$ cat src/rtl/audio_pkg.sv
// Shared constants and FSM state type for the stereo DAC serializer.
package audio_pkg;

  localparam int MODE_I2S = 0;
  localparam int MODE_LJ  = 1;

  typedef enum logic [2:0] {
    ST_IDLE   = 3'd0,
    ST_WAIT_L = 3'd1,
    ST_DELAY  = 3'd2,
    ST_SHIFT  = 3'd3,
    ST_PAD    = 3'd4
  } ser_state_e;

endpackage

$ cat src/rtl/audio_frame_fifo.sv
// Synchronous frame FIFO; pointers carry the state, storage is not reset.
module audio_frame_fifo
  import audio_pkg::*;
#(
  parameter int WIDTH = 32,
  parameter int DEPTH = 8
) (
  input  logic                       clk,
  input  logic                       reset_n,
  input  logic                       push,
  input  logic [WIDTH-1:0]           wdata,
  input  logic                       pop,
  output logic [WIDTH-1:0]           rdata,
  output logic                       full,
  output logic                       empty,
  output logic [$clog2(DEPTH+1)-1:0] fill_level
);

  localparam int AW = $clog2(DEPTH);
  localparam int LW = $clog2(DEPTH + 1);

  logic [WIDTH-1:0] mem_q [DEPTH];
  logic [AW-1:0]    wr_ptr_q, wr_ptr_d;
  logic [AW-1:0]    rd_ptr_q, rd_ptr_d;
  logic [LW-1:0]    count_q, count_d;
  logic             push_ok, pop_ok;

  assign full       = (count_q == LW'(DEPTH));
  assign empty      = (count_q == '0);
  assign fill_level = count_q;
  assign rdata      = mem_q[rd_ptr_q];
  assign push_ok    = push && !full;
  assign pop_ok     = pop && !empty;

  // Next pointer / occupancy; simultaneous push and pop leave the count alone.
  always_comb begin
    wr_ptr_d = wr_ptr_q;
    rd_ptr_d = rd_ptr_q;
    count_d  = count_q;
    if (push_ok) wr_ptr_d = wr_ptr_q + AW'(1);
    if (pop_ok)  rd_ptr_d = rd_ptr_q + AW'(1);
    case ({push_ok, pop_ok})
      2'b10:   count_d = count_q + LW'(1);
      2'b01:   count_d = count_q - LW'(1);
      default: count_d = count_q;
    endcase
  end

  // Pointer and occupancy registers.
  always_ff @(posedge clk or negedge reset_n) begin
    if (!reset_n) begin
      wr_ptr_q <= '0;
      rd_ptr_q <= '0;
      count_q  <= '0;
    end else begin
      wr_ptr_q <= wr_ptr_d;
      rd_ptr_q <= rd_ptr_d;
      count_q  <= count_d;
    end
  end

  // Frame storage write port.
  always_ff @(posedge clk) begin
    if (push_ok) mem_q[wr_ptr_q] <= wdata;
  end

endmodule

$ cat src/rtl/audio_serializer_st.sv
// Stereo frame serializer slaved to codec bclk/daclrck, I2S or left-justified.
//
// state   | meaning
// --------+--------------------------------------------------------------
// IDLE    | disabled, dacdat held 0
// WAIT_L  | enabled, waiting for the first left boundary to start output
// DELAY   | I2S one-bclk gap after a boundary, dacdat 0
// SHIFT   | driving word bits MSB-first, one per bclk fall
// PAD     | word complete, dacdat 0 until the next channel boundary
module audio_serializer_st
  import audio_pkg::*;
#(
  parameter int DATA_W     = 16,
  parameter int FIFO_DEPTH = 8,
  parameter int MODE       = MODE_I2S
) (
  input  logic                            clk,
  input  logic                            reset_n,
  input  logic [2*DATA_W-1:0]             sink_data,
  input  logic                            sink_valid,
  output logic                            sink_ready,
  input  logic                            enable,
  input  logic                            mute,
  input  logic                            underrun_clr,
  input  logic                            bclk,
  input  logic                            daclrck,
  output logic                            dacdat,
  output logic                            underrun,
  output logic [$clog2(FIFO_DEPTH+1)-1:0] fill_level
);

  localparam int FRAME_W = 2 * DATA_W;
  localparam int CNT_W   = $clog2(DATA_W);

  typedef logic [FRAME_W-1:0] frame_t;
  typedef logic [DATA_W-1:0]  word_t;

  ser_state_e state_q, state_d;
  word_t      shreg_q, shreg_d;
  word_t      right_hold_q, right_hold_d;
  logic [CNT_W-1:0] cnt_q, cnt_d;
  logic       dacdat_q, dacdat_d;
  logic       underrun_q, underrun_d;
  logic       ready_en_q;

  logic bclk_s1_q, bclk_s2_q, bclk_s3_q;
  logic lrck_s1_q, lrck_s2_q, lrck_prev_q;
  logic bfall, lrck_chg, left_bnd, right_bnd;

  frame_t fifo_rdata, pop_frame;
  logic   fifo_full, fifo_empty, fifo_push, fifo_pop;
  logic   pop_req, load_req;
  word_t  load_val, word;

  assign sink_ready = ready_en_q && !fifo_full;
  assign fifo_push  = sink_valid && sink_ready;
  assign dacdat     = dacdat_q;
  assign underrun   = underrun_q;

  assign bfall     = bclk_s3_q && !bclk_s2_q;
  assign lrck_chg  = bfall && (lrck_s2_q != lrck_prev_q);
  assign left_bnd  = lrck_chg && !lrck_s2_q;
  assign right_bnd = lrck_chg && lrck_s2_q;

  audio_frame_fifo #(
    .WIDTH (FRAME_W),
    .DEPTH (FIFO_DEPTH)
  ) u_fifo (
    .clk        (clk),
    .reset_n    (reset_n),
    .push       (fifo_push),
    .wdata      (sink_data),
    .pop        (fifo_pop),
    .rdata      (fifo_rdata),
    .full       (fifo_full),
    .empty      (fifo_empty),
    .fill_level (fill_level)
  );

  // Codec clock synchronisers; lrck is latched on each bclk fall to find boundaries.
  always_ff @(posedge clk or negedge reset_n) begin
    if (!reset_n) begin
      bclk_s1_q   <= 1'b0;
      bclk_s2_q   <= 1'b0;
      bclk_s3_q   <= 1'b0;
      lrck_s1_q   <= 1'b0;
      lrck_s2_q   <= 1'b0;
      lrck_prev_q <= 1'b0;
      ready_en_q  <= 1'b0;
    end else begin
      bclk_s1_q  <= bclk;
      bclk_s2_q  <= bclk_s1_q;
      bclk_s3_q  <= bclk_s2_q;
      lrck_s1_q  <= daclrck;
      lrck_s2_q  <= lrck_s1_q;
      ready_en_q <= 1'b1;
      if (bfall) lrck_prev_q <= lrck_s2_q;
    end
  end

  // Next-state, pop/load decisions and serial output.
  always_comb begin
    state_d      = state_q;
    shreg_d      = shreg_q;
    right_hold_d = right_hold_q;
    cnt_d        = cnt_q;
    dacdat_d     = dacdat_q;
    pop_req      = 1'b0;
    load_req     = 1'b0;
    load_val     = '0;
    word         = '0;
    fifo_pop     = 1'b0;
    pop_frame    = fifo_empty ? '0 : fifo_rdata;

    if (!enable) begin
      state_d  = ST_IDLE;
      dacdat_d = 1'b0;
    end else begin
      case (state_q)
        ST_IDLE: begin
          state_d  = ST_WAIT_L;
          dacdat_d = 1'b0;
        end
        ST_WAIT_L: begin
          dacdat_d = 1'b0;
          if (left_bnd) pop_req = 1'b1;
        end
        ST_DELAY, ST_SHIFT, ST_PAD: begin
          if (left_bnd) begin
            pop_req = 1'b1;
          end else if (right_bnd) begin
            load_req = 1'b1;
            load_val = right_hold_q;
          end else if (bfall) begin
            if (state_q == ST_DELAY) begin
              dacdat_d = shreg_q[DATA_W-1];
              shreg_d  = shreg_q << 1;
              cnt_d    = CNT_W'(DATA_W - 1);
              state_d  = ST_SHIFT;
            end else if (state_q == ST_SHIFT) begin
              if (cnt_q == '0) begin
                dacdat_d = 1'b0;
                state_d  = ST_PAD;
              end else begin
                dacdat_d = shreg_q[DATA_W-1];
                shreg_d  = shreg_q << 1;
                cnt_d    = cnt_q - CNT_W'(1);
              end
            end else begin
              dacdat_d = 1'b0;
            end
          end
        end
        default: begin
          state_d  = ST_IDLE;
          dacdat_d = 1'b0;
        end
      endcase
    end

    // An empty pop yields a silent frame; a same-cycle push cannot satisfy it.
    if (pop_req) begin
      fifo_pop     = !fifo_empty;
      load_req     = 1'b1;
      load_val     = pop_frame[FRAME_W-1:DATA_W];
      right_hold_d = pop_frame[DATA_W-1:0];
    end

    if (load_req) begin
      word = mute ? '0 : load_val;
      if (MODE == MODE_LJ) begin
        dacdat_d = word[DATA_W-1];
        shreg_d  = word << 1;
        cnt_d    = CNT_W'(DATA_W - 1);
        state_d  = ST_SHIFT;
      end else begin
        dacdat_d = 1'b0;
        shreg_d  = word;
        state_d  = ST_DELAY;
      end
    end

    underrun_d = underrun_q;
    if (underrun_clr) underrun_d = 1'b0;
    if (pop_req && fifo_empty) underrun_d = 1'b1;
  end

  // Serializer state registers.
  always_ff @(posedge clk or negedge reset_n) begin
    if (!reset_n) begin
      state_q      <= ST_IDLE;
      shreg_q      <= '0;
      right_hold_q <= '0;
      cnt_q        <= '0;
      dacdat_q     <= 1'b0;
      underrun_q   <= 1'b0;
    end else begin
      state_q      <= state_d;
      shreg_q      <= shreg_d;
      right_hold_q <= right_hold_d;
      cnt_q        <= cnt_d;
      dacdat_q     <= dacdat_d;
      underrun_q   <= underrun_d;
    end
  end

endmodule
$ cat config.mk
export PLATFORM = sky130hd
export DESIGN_NAME = audio_serializer_st
export DESIGN_NICKNAME = d
export VERILOG_FILES = /design/src/rtl/audio_pkg.sv /design/src/rtl/audio_frame_fifo.sv /design/src/rtl/audio_serializer_st.sv
export SDC_FILE = /design/constraint.sdc
export NUM_CORES = 1
export LEC_CHECK = 0
export ABC_AREA = 1
export BUFFER_PORTS_ARGS = -buffer_cell sky130_fd_sc_hd__buf_2
export CORE_UTILIZATION = 54
export DETAILED_ROUTE_END_ITERATION = 6
export PLACE_DENSITY_LB_ADDON = 0.12
export SYNTH_ARGS = -nofsm -noshare
export SYNTH_HDL_FRONTEND = slang
export SYNTH_SLANG_ARGS = --single-unit
$ cat constraint.sdc
create_clock -name clk -period 2.8 [get_ports clk]
set_input_delay 0.56 -clock clk [delete_from_list [all_inputs] [get_ports clk]]
set_output_delay 0.56 -clock clk [all_outputs]
set_load 0.02 [all_outputs]
Word level (Yosys, flattened, before mapping)
Memories as Yosys holds them, arrays and structs flattened.
Cells that the tools add are included.
- register bits: 58
- word-level logic and storage cells: 122
- bits in latches: 0
- memories: 1
- bits in writable memories: 256
- output and inout bits: 7
- bits in read-only memories: 0
- input bits: 40
- memory list (memory ; depth ; bits a word ; rd ports ; clocked after memory_dff ; write ports ; line ; source):
    u_fifo.mem_q ; 8 ; 32 ; 1 ; 0 ; 1 ; audio_frame_fifo.sv:22 ; logic [WIDTH-1:0] mem_q [DEPTH];
- add/subtract/negate cells: 5
- magnitude comparators: 0
- bitwise gates (word level): 2
- reductions and logical operators: 29
- $mul: 0
- divide/modulo/power cells: 0
- multiplexer cells: 51
- shifts and indexed selects: 0
- equality and inequality tests: 18
- operators by type and width (operator ; count):
    $mux W16 ; 15
    $mux W32 ; 1
    $mux W3 ; 8
    $mux W1 ; 22
    $reduce_and A7 Y1 ; 2
    $mux W4 ; 3
    $ne A4 B4 Y1 const B ; 3
    $reduce_bool A2 Y1 ; 6
    $ne A5 B5 Y1 const B ; 2
    $logic_and A1 B1 Y1 ; 9
    $pmux W3 S3 ; 1
    $logic_not A4 Y1 ; 2
    $pmux W4 S2 ; 1
    $sub A4 B1 Y4 const B ; 2
    $add A3 B1 Y3 const B ; 2
    $eq A3 B2 Y1 const B ; 2
    $ne A3 B3 Y1 const B ; 2
    $reduce_and A6 Y1 ; 1
    $add A4 B1 Y4 const B ; 1
    $eq A4 B4 Y1 const B ; 1
    $logic_not A1 Y1 ; 4
    $ne A2 B1 Y1 const B ; 2
    $reduce_or A4 Y1 ; 1
    $eq A3 B1 Y1 const B ; 1
    other kinds (10) ; 11

Depth between registers and ports, before layout
Gate-level depths: netlist (run 1).
- word-level depth: 11
- depth in mapped cells: 14
- mapped depth without buffers: 12

Cells and area by module
A second synthesis (run 1) with hierarchy kept.
- cells, all modules: 1496
- area total of the unflattened synthesis: 14288.7 µm²
- modules (own cells, without submodules) (module ; area each (µm²) ; sequential area each (µm²) ; instances ; cells an instance):
    audio_frame_fifo ; 11644.9 ; 7937.6 ; 1 ; 1187
    audio_serializer_st ; 2643.8 ; 1201.2 ; 1 ; 309

Least setup slack after synthesis (run 1)
Ideal clock, no wire load.
- path kind: reg-to-reg
- start point: register u_fifo.count_q[0] (netlist: u_fifo.fill_level[0])
- end point: memory u_fifo.mem_q[0][0] (enable)
- buffers on the path: 0
- clock period less this slack: 3.364 ns
- arrival: 2.943 ns
- setup time: 0.421 ns
- path slack: -0.564 ns
- stages on the path, launching flop included: 8
- data required time: 2.379 ns
- cell sequence: dfrtp_1 inv_1 nand2_1 nor2_1 a21oi_1 nand2_1 or2_1 nor2_1
- longest elaborated chain between the ends: 7
- ends and longest elaborated chain (what ; line ; source):
    from (decl) ; audio_frame_fifo.sv:25 ; logic [LW-1:0] count_q, count_d;
    from (signal assigned) ; audio_frame_fifo.sv:58 ; count_q <= count_d;
    $eq A4 B4 Y1 ; audio_frame_fifo.sv:28 ; assign full = (count_q == LW'(DEPTH));
    $logic_not A1 Y1 ; audio_serializer_st.sv:55 ; assign sink_ready = ready_en_q && !fifo_full;
    $logic_and A1 B1 Y1 ; audio_serializer_st.sv:55 ;
    via sink_ready ; audio_serializer_st.sv:21 ; output logic sink_ready,
    $logic_and A1 B1 Y1 ; audio_serializer_st.sv:56 ; assign fifo_push = sink_valid && sink_ready;
    $logic_and A1 B1 Y1 ; audio_frame_fifo.sv:32 ; assign push_ok = push && !full;
    $mux W1 ; audio_frame_fifo.sv:64 ; if (push_ok) mem_q[wr_ptr_q] <= wdata;
    $mux W1 (implied by the code) ; audio_frame_fifo.sv:64 ;
    to (decl) ; audio_frame_fifo.sv:22 ;
The timed path passes the listed nets, and every way through them passes these cells.

Worst setup path in the final report (run 1)
- start point: register u_fifo.count_q[1] (netlist: u_fifo.fill_level[1])
- end point: memory u_fifo.mem_q[3][23] (enable)
- longest elaborated chain between the ends: 7
- ends and longest elaborated chain (what ; line):
    $eq A4 B4 Y1 * ; audio_frame_fifo.sv:28
    $logic_not A1 Y1 * ; audio_frame_fifo.sv:32, audio_serializer_st.sv:55
    $logic_and A1 B1 Y1 ; audio_serializer_st.sv:55
    $logic_and A1 B1 Y1 ; audio_serializer_st.sv:56
    $logic_and A1 B1 Y1 * ; audio_frame_fifo.sv:32
    $mux W1 * ; audio_frame_fifo.sv:64
    $mux W1 (implied by the code) * ; audio_frame_fifo.sv:64
Every way passes the cells marked *; elsewhere a longest branch is shown, timed or not.

==> flow_metrics.env, run 1 <==
export IMPL_status="completed"
export IMPL_startpoint_type="register"
export IMPL_swShare_pct=32.3
export IMPL_cts_root_buf="clkbuf_16"
export IMPL_h_tree_depth=2
export IMPL_rsz0062_at_grt="false"
export IMPL_syn_inst=1249
export IMPL_fin_nets=1348
export IMPL_slew_viol_final=0
export IMPL_drive_gt1_share_pct=11.8
export IMPL_hold_buffers=0
export IMPL_dieArea_mm2=0.0253
export IMPL_cts_buffers=34
export IMPL_synth_seq_cells=314
export IMPL_placementRows=57
export IMPL_avgSynthCellArea_um2=10.6
export IMPL_hpwl_um=18500
export IMPL_die_x_um=159
export IMPL_synth_area_leaders="edfxtp_1 (58%), dfrtp_1 (11%), nand2_1 (11%)"
export IMPL_clk_pin_slew_worst_paths_ns=0.06
export IMPL_power_density_mw_per_mm2=900
export IMPL_fin_skew_ns=0.0178
export IMPL_synth_fp_nets=1295
export IMPL_ys_seq_area_share_pct=68.7
export IMPL_wl_met2_um=14100
export IMPL_clockPowerShare_pct=31.3
export IMPL_cap_violations=0
export IMPL_clockBufferDepth=3
export IMPL_hold_viol=0
export IMPL_drc=0
export IMPL_initial_core_util_pct=54.8
export IMPL_area_growth_syn_to_layout_pct=13.9
export IMPL_p_seq_share_pct=42.4
export IMPL_grt_pass1_wl_um=47600
export IMPL_rrSetupSlack_ns=0.54
export IMPL_insertedDiodeCount=0
export IMPL_synth_top_area_share_pct=57.8
export IMPL_yosys_warnings=0
export IMPL_pwr_share_comb_pct=26.2
export IMPL_fmax_mhz=442
export IMPL_port_buffers=46
export IMPL_min_period_ns=2.26
export IMPL_cp_required_ns=3.00
export IMPL_ir_drop_uv=527
export IMPL_ant_nets=0
export IMPL_die_h_um=159
export IMPL_slew_headroom_pct=51.4
export IMPL_clk_latency_ns=0.52
export IMPL_n_fill_cell=1967
export IMPL_yosysTopAreaCell="edfxtp_1"
export IMPL_cts_setup_buffers=0
export IMPL_critPathMaxFanout=25
export IMPL_pin_count=47
export IMPL_grt_antenna_before_repair=0
export IMPL_grt_pass1_vias=8643
export IMPL_first_pass_iters=5
export IMPL_ctsResizeCount=0
export IMPL_fin_crit_sh_pct=80.8
export IMPL_cts_tree="built"
export IMPL_avgRoutedWirePerCell_um=18.1
export IMPL_setup_viol=0
export IMPL_design_core_area_mm2=0.0242
export IMPL_vias=8834
export IMPL_grt_max_degree=131
export IMPL_cts_sink_count=314
export IMPL_grt_ovfl_total=0
export IMPL_arrival_ns=2.46
export IMPL_met1_length_um=13300
export IMPL_tightest_slew_ns=0.728
export IMPL_yosysUniqueCellTypes=33
export IMPL_setup_tns_ns=0
export IMPL_grt_use_total_pct=24.3
export IMPL_hold_path_class="primary input to async pin"
export IMPL_power_uw=13600
export IMPL_cell_internal_pwr_uw=9220
export IMPL_wirelength_um=29800
export IMPL_p_sw_uw=4410
export IMPL_wl_met3_um=1800
export IMPL_drt_initial_drc_count=862
export IMPL_critPathKind="register to register"
export IMPL_end_kind="register"
export IMPL_highest_layer="met4"
export IMPL_leakage_uw=0.00634
export IMPL_gp_congestion=0.831
export IMPL_syn_area_mm2=0.0133
export IMPL_avgViaCountPerCell=5.36
-- layout by cell type (no fill, tap or decap), types with 21 or more instances in the layout --
cell type | Yosys | layout
nand2_1 | 377 | 377
edfxtp_1 | 256 | 256
inv_1 | 119 | 118
nor2_1 | 103 | 95
o21ai_0 | 91 | 91
nand3_1 | 56 | 56
dfrtp_1 | 58 | 56
buf_2 | 26 | 46
clkbuf_16 | 0 | 35
o22ai_1 | 34 | 34
buf_4 | 3 | 21
-- cell families after synthesis --
kind of cell / synth area share (%)
AND/OR/NAND/NOR: 17.5
flip-flops: 68.7
buffers and inverters: 5.75
AO/OA/AOI/OAI: 6.76
XOR/XNOR: 0.659
adder cells (fa/ha/maj): 0.564
other: 0.0282
-- state kept, by name, summed over array words and instances, names as in the netlist --
register,count
dacdat,1
state_q,3
u_fifo.wr_ptr_q,3
u_fifo.fill_level,4
cnt_q,4
shreg_q,16
underrun,1
bclk_s3_q,1
u_fifo.rd_ptr_q,3
lrck_prev_q,1
bclk_s2_q,1
bclk_s1_q,1
u_fifo.mem_q,256
right_hold_q,16
lrck_s1_q,1
lrck_s2_q,1
ready_en_q,1
-- cells in the mapped netlist --
cell and count:
ha_1 6, o21ai_0 91, nand3_2 1, nor3_1 1, nand4_1 17, xnor2_1 5
inv_1 119, conb_1 1, nand2_4 2, a22o_1 15, inv_2 8, o22ai_1 34
nor2_2 4, edfxtp_1 256, buf_4 3, o21ai_1 8, buf_1 2, or2_1 1
xor2_1 5, dfrtp_1 58, nor2_4 1, nor3b_1 1, nand2_2 6, a21oi_1 9
a31oi_1 1, nand2_1 377, clkbuf_1 28, a211oi_1 1, buf_2 26, buf_6 2
nand3_4 1, nand3_1 56, nor2_1 103
-- worst max-delay path, cell delays in order (launching register included) --
cell,delay (ns)
dfrtp_1,0.43
inv_2,0.05
nand2_1,0.08
nor2_1,0.05
a21oi_1,0.15
nand2_1,0.19
inv_1,0.16
nand2_1,0.24
nor2_4,0.36
buf_12,0.25
-- metrics by stage --
stage | hold slack, ns | cells | area, um2 | util [%] | setup WS [ns]
after floorplan | 0.264 | 1249 | 13300 | - | -0.492
after global placement | 0.347 | 1590 | 14100 | 58.1 | 0.558
after detailed placement | 0.342 | 1590 | 14100 | 58.1 | 0.546
after CTS | 0.125 | 1647 | 15100 | 62.5 | 0.535
after global routing | 0.142 | 1647 | 15100 | 62.5 | 0.342
final | 0.115 | 1647 | 15100 | 62.5 | 0.537
-- path summary, 6_finish.rpt --
kind,from,endpoint,cells after the start
min in group clk,daclrck,lrck_s1_q,1
worst max register to register,u_fifo.fill_level[1],u_fifo.mem_q[3][23],9
worst min-delay path,reset_n,shreg_q[12],1
max in group asynchronous,reset_n,cnt_q[0],2
worst min register to register,bclk_s1_q,bclk_s2_q,0
worst max-delay path,u_fifo.fill_level[1],u_fifo.mem_q[3][23],9
-- power groups by stage --
stage / logic (uW) / registers [uW] / clock network, uW
6_report: 3580 / 5780 / 4270
5_1_grt: 3990 / 5830 / 4530
4_1_cts: 3600 / 5780 / 4340
3_5_place_dp: 3590 / 5870 / 0
3_3_place_gp: 3540 / 5860 / 0
2_1_floorplan: 2310 / 5840 / 0
-- layout make-up --
class,instances,area [um2],area share [%]
multi-input cells,747,3460,22.8
well taps,324,405,2.68
flip-flops and latches,314,9140,60.4
clock buffers,44,930,6.14
inverters,127,478,3.15
clock inverters,13,129,0.851
repair buffers,78,608,4.01
-- routing by layer --
metal / vias to the layer above / track usage [%]
met5: - / 0
met4: 0 / 6.91
met3: 46 / 4.06
met2: 262 / 39.0
met1: 4242 / 34.5
li1: 4284 / -
Power figures use the tool's default switching activity.
==> run 2: changes to the inputs <==
==> constraint.sdc (replaced) <==
create_clock -name clk -period 1.8 [get_ports clk]
set_input_delay 0.36 -clock clk [delete_from_list [all_inputs] [get_ports clk]]
set_output_delay 0.36 -clock clk [all_outputs]
set_load 0.02 [all_outputs]
==> run 2 against run 1 <==
  * The flow now finishes with violations (DRC, setup timing)
  * Total power grew 65%
  * Sequential power grew 56%
  * Via count grew 5.9%
  * Utilization grew 6.4 points
==> flow_metrics.env, run 2 (synthesis gave the netlist of run 1 again) <==
export IMPL_status="finished, violations left"
export IMPL_violations="DRC, setup timing"
export IMPL_fin_ws_ns=-0.123
export IMPL_clockPowerShare_pct=30.0
export IMPL_setup_tns_ns=-5.69
export IMPL_drt_initial_drc_count=781
export IMPL_grt_pass1_wl_um=48400
export IMPL_grt_max_degree=58
export IMPL_end_kind="register"
export IMPL_dieArea_mm2=0.0253
export IMPL_slowest_stage="dfrtp_2"
export IMPL_fmax_mhz=520
export IMPL_initial_core_util_pct=54.8
export IMPL_tightest_slew_ns=0.546
export IMPL_slew_viol_final=0
export IMPL_hpwl_um=18900
export IMPL_design_core_area_mm2=0.0242
export IMPL_cp_cell_sequence="inv_2 -> nand2_4 -> nor2_4 -> a21oi_4 -> nand2_4 -> or2_4 -> nor2_4 -> buf_4 -> buf_12"
export IMPL_ff2ff_path_depth=9
export IMPL_critPathKind="register to register"
export IMPL_port_buffers=46
export IMPL_clk_latency_ns=0.51
export IMPL_cts_root_buf="clkbuf_16"
export IMPL_vias=9357
export IMPL_clockBufferDepth=3
export IMPL_fin_nets=1439
export IMPL_regArea_mm2=0.00915
export IMPL_cts_tree="built"
export IMPL_die_h_um=159
export IMPL_rsz0062_at_grt="true"
export IMPL_n_fill_cell=1786
export IMPL_pin_count=47
export IMPL_grt_antenna_before_repair=0
export IMPL_ant_nets=0
export IMPL_p_seq_share_pct=40.1
export IMPL_rrSetupSlack_ns=-0.12
export IMPL_power_density_mw_per_mm2=1350
export IMPL_slew_headroom_pct=63.6
export IMPL_final_cell_mix="nand2_1 (357), edfxtp_1 (256), inv_1 (116)"
export IMPL_hold_end="underrun"
export IMPL_cap_violations=0
export IMPL_p_sw_uw=7230
export IMPL_grt_pass1_vias=8996
export IMPL_insertedDiodeCount=0
export IMPL_setup_viol=122
export IMPL_ir_drop_uv=936
export IMPL_cell_internal_pwr_uw=15300
export IMPL_clk_pin_slew_worst_paths_ns=0.06
export IMPL_wirelength_um=32600
export IMPL_leakage_uw=0.00704
export IMPL_grt_use_total_pct=24.9
export IMPL_fin_crit_sh_pct=107
export IMPL_hold_viol=0
export IMPL_hold_path_class="primary input to register"
export IMPL_avgRoutedWirePerCell_um=18.7
export IMPL_critPathMaxFanout=10
export IMPL_arrival_ns=2.14
export IMPL_area_growth_syn_to_layout_pct=25.6
export IMPL_gp_congestion=0.806
export IMPL_holdPathStages=2
export IMPL_startpoint_type="register"
export IMPL_cts_sink_count=314
export IMPL_hold_start="underrun_clr"
export IMPL_r2r_start="u_fifo.fill_level[0]"
export IMPL_placementRows=57
export IMPL_drc=2
export IMPL_h_tree_depth=2
export IMPL_swShare_pct=32.1
export IMPL_drive_gt1_share_pct=21.0
export IMPL_first_pass_iters=7
export IMPL_cp_required_ns=2.02
export IMPL_slowest_delay_ns=0.36
export IMPL_reg_top3="u_fifo.mem_q x256, right_hold_q x16, shreg_q x16"
export IMPL_largest_register_ffs=256
export IMPL_avgViaCountPerCell=5.38
export IMPL_pre_cts_slack_ns=-0.149
export IMPL_die_x_um=159
export IMPL_fin_skew_ns=0.0116
export IMPL_pwr_share_comb_pct=29.9
export IMPL_min_period_ns=1.92
export IMPL_top_register="u_fifo.mem_q"
export IMPL_r2r_end="u_fifo.mem_q[0][0]"
export IMPL_final_common_cell="nand2_1"
export IMPL_cts_buffers=34
export IMPL_grt_ovfl_total=0
export IMPL_multiInputGateArea_mm2=0.00369
-- run 2: cell count changes in the layout (fill, tap and decap cells not counted), sizes merged --
cell,delta
buf,+79
bufinv,+1
clkbuf,+8
clkinv,+3
dlygate4sd3,+3
inv,-1
-- run 2: worst max path at each step --
| stage | start | endpoint | slack, ns | cells past startpoint |
|---|---|---|---|---|
| after floorplan | u_fifo.fill_level[1] | u_fifo.mem_q[0][0] | -0.40 | 7 |
| after global placement | bclk_s2_q | u_fifo.fill_level[3] | -0.09 | 12 |
| after detailed placement | state_q[0] | u_fifo.fill_level[3] | -0.15 | 12 |
| after CTS | state_q[2] | u_fifo.fill_level[3] | -0.06 | 11 |
| after global routing | state_q[2] | u_fifo.fill_level[3] | -0.19 | 12 |
| final | u_fifo.fill_level[0] | u_fifo.mem_q[0][0] | -0.12 | 9 |
-- run 2: routing by layer --
layer	vias to the layer above	routed length, um	GRT usage, %
met2	278	16200	42.3
met3	51	1880	3.59
met4	0	545	6.38
met5	-	0	0
met1	4550	14000	34.0
li1	4478	-	-
-- run 2: cell type report --
cell class	instances	share of cell area, %
sequential	314	54.8
inverter	127	3.06
clock buffer	43	5.48
multi-input combinational	747	22.1
timing repair buffer	169	11.2
tap	324	2.43
clock inverter	16	0.951
-- run 2: what timing repair did --
| item | 4_1_cts | 5_1_grt |
|---|---|---|
| hold buffers | 3 | 0 |
| setup buffers | 9 | 14 |
| cloned | 3 | 11 |
| pin swaps | 12 | 26 |
| resized for setup | 22 | 102 |
| setup endpoints to repair | 203 | 228 |
| hold endpoints to repair | 15 | 0 |
-- run 2: through the flow --
stage               hold slack (ns)  instance area, um2  utilization, %  std cells  power (uW)
global route                 0.0550               16700            68.9       1740       23600
finish                       0.0499               16700            68.9       1740       22500
CTS                          0.0430               16000            66.1       1716       22100
global placement              0.316               14700            60.5       1644       15100
detailed placement            0.319               14700            60.5       1644       15200
floorplan                    0.0644               13400               -       1249       12800
-- run 2: critical path: cells and delay by family, from the launching register on --
family,cells,cell delay [ns]
AND/OR/NAND/NOR,5,0.77
buffers and inverters,3,0.34
flip-flops,1,0.36
AO/OA/AOI/OAI,1,0.16
-- run 2: power by group through the flow --
stage | clock network [uW] | registers [uW] | logic (uW)
3_5_place_dp | 0 | 9120 | 6050
5_1_grt | 7130 | 9090 | 7360
2_1_floorplan | 0 | 9100 | 3670
4_1_cts | 6850 | 8990 | 6240
3_3_place_gp | 0 | 9100 | 5970
6_report | 6750 | 9030 | 6740
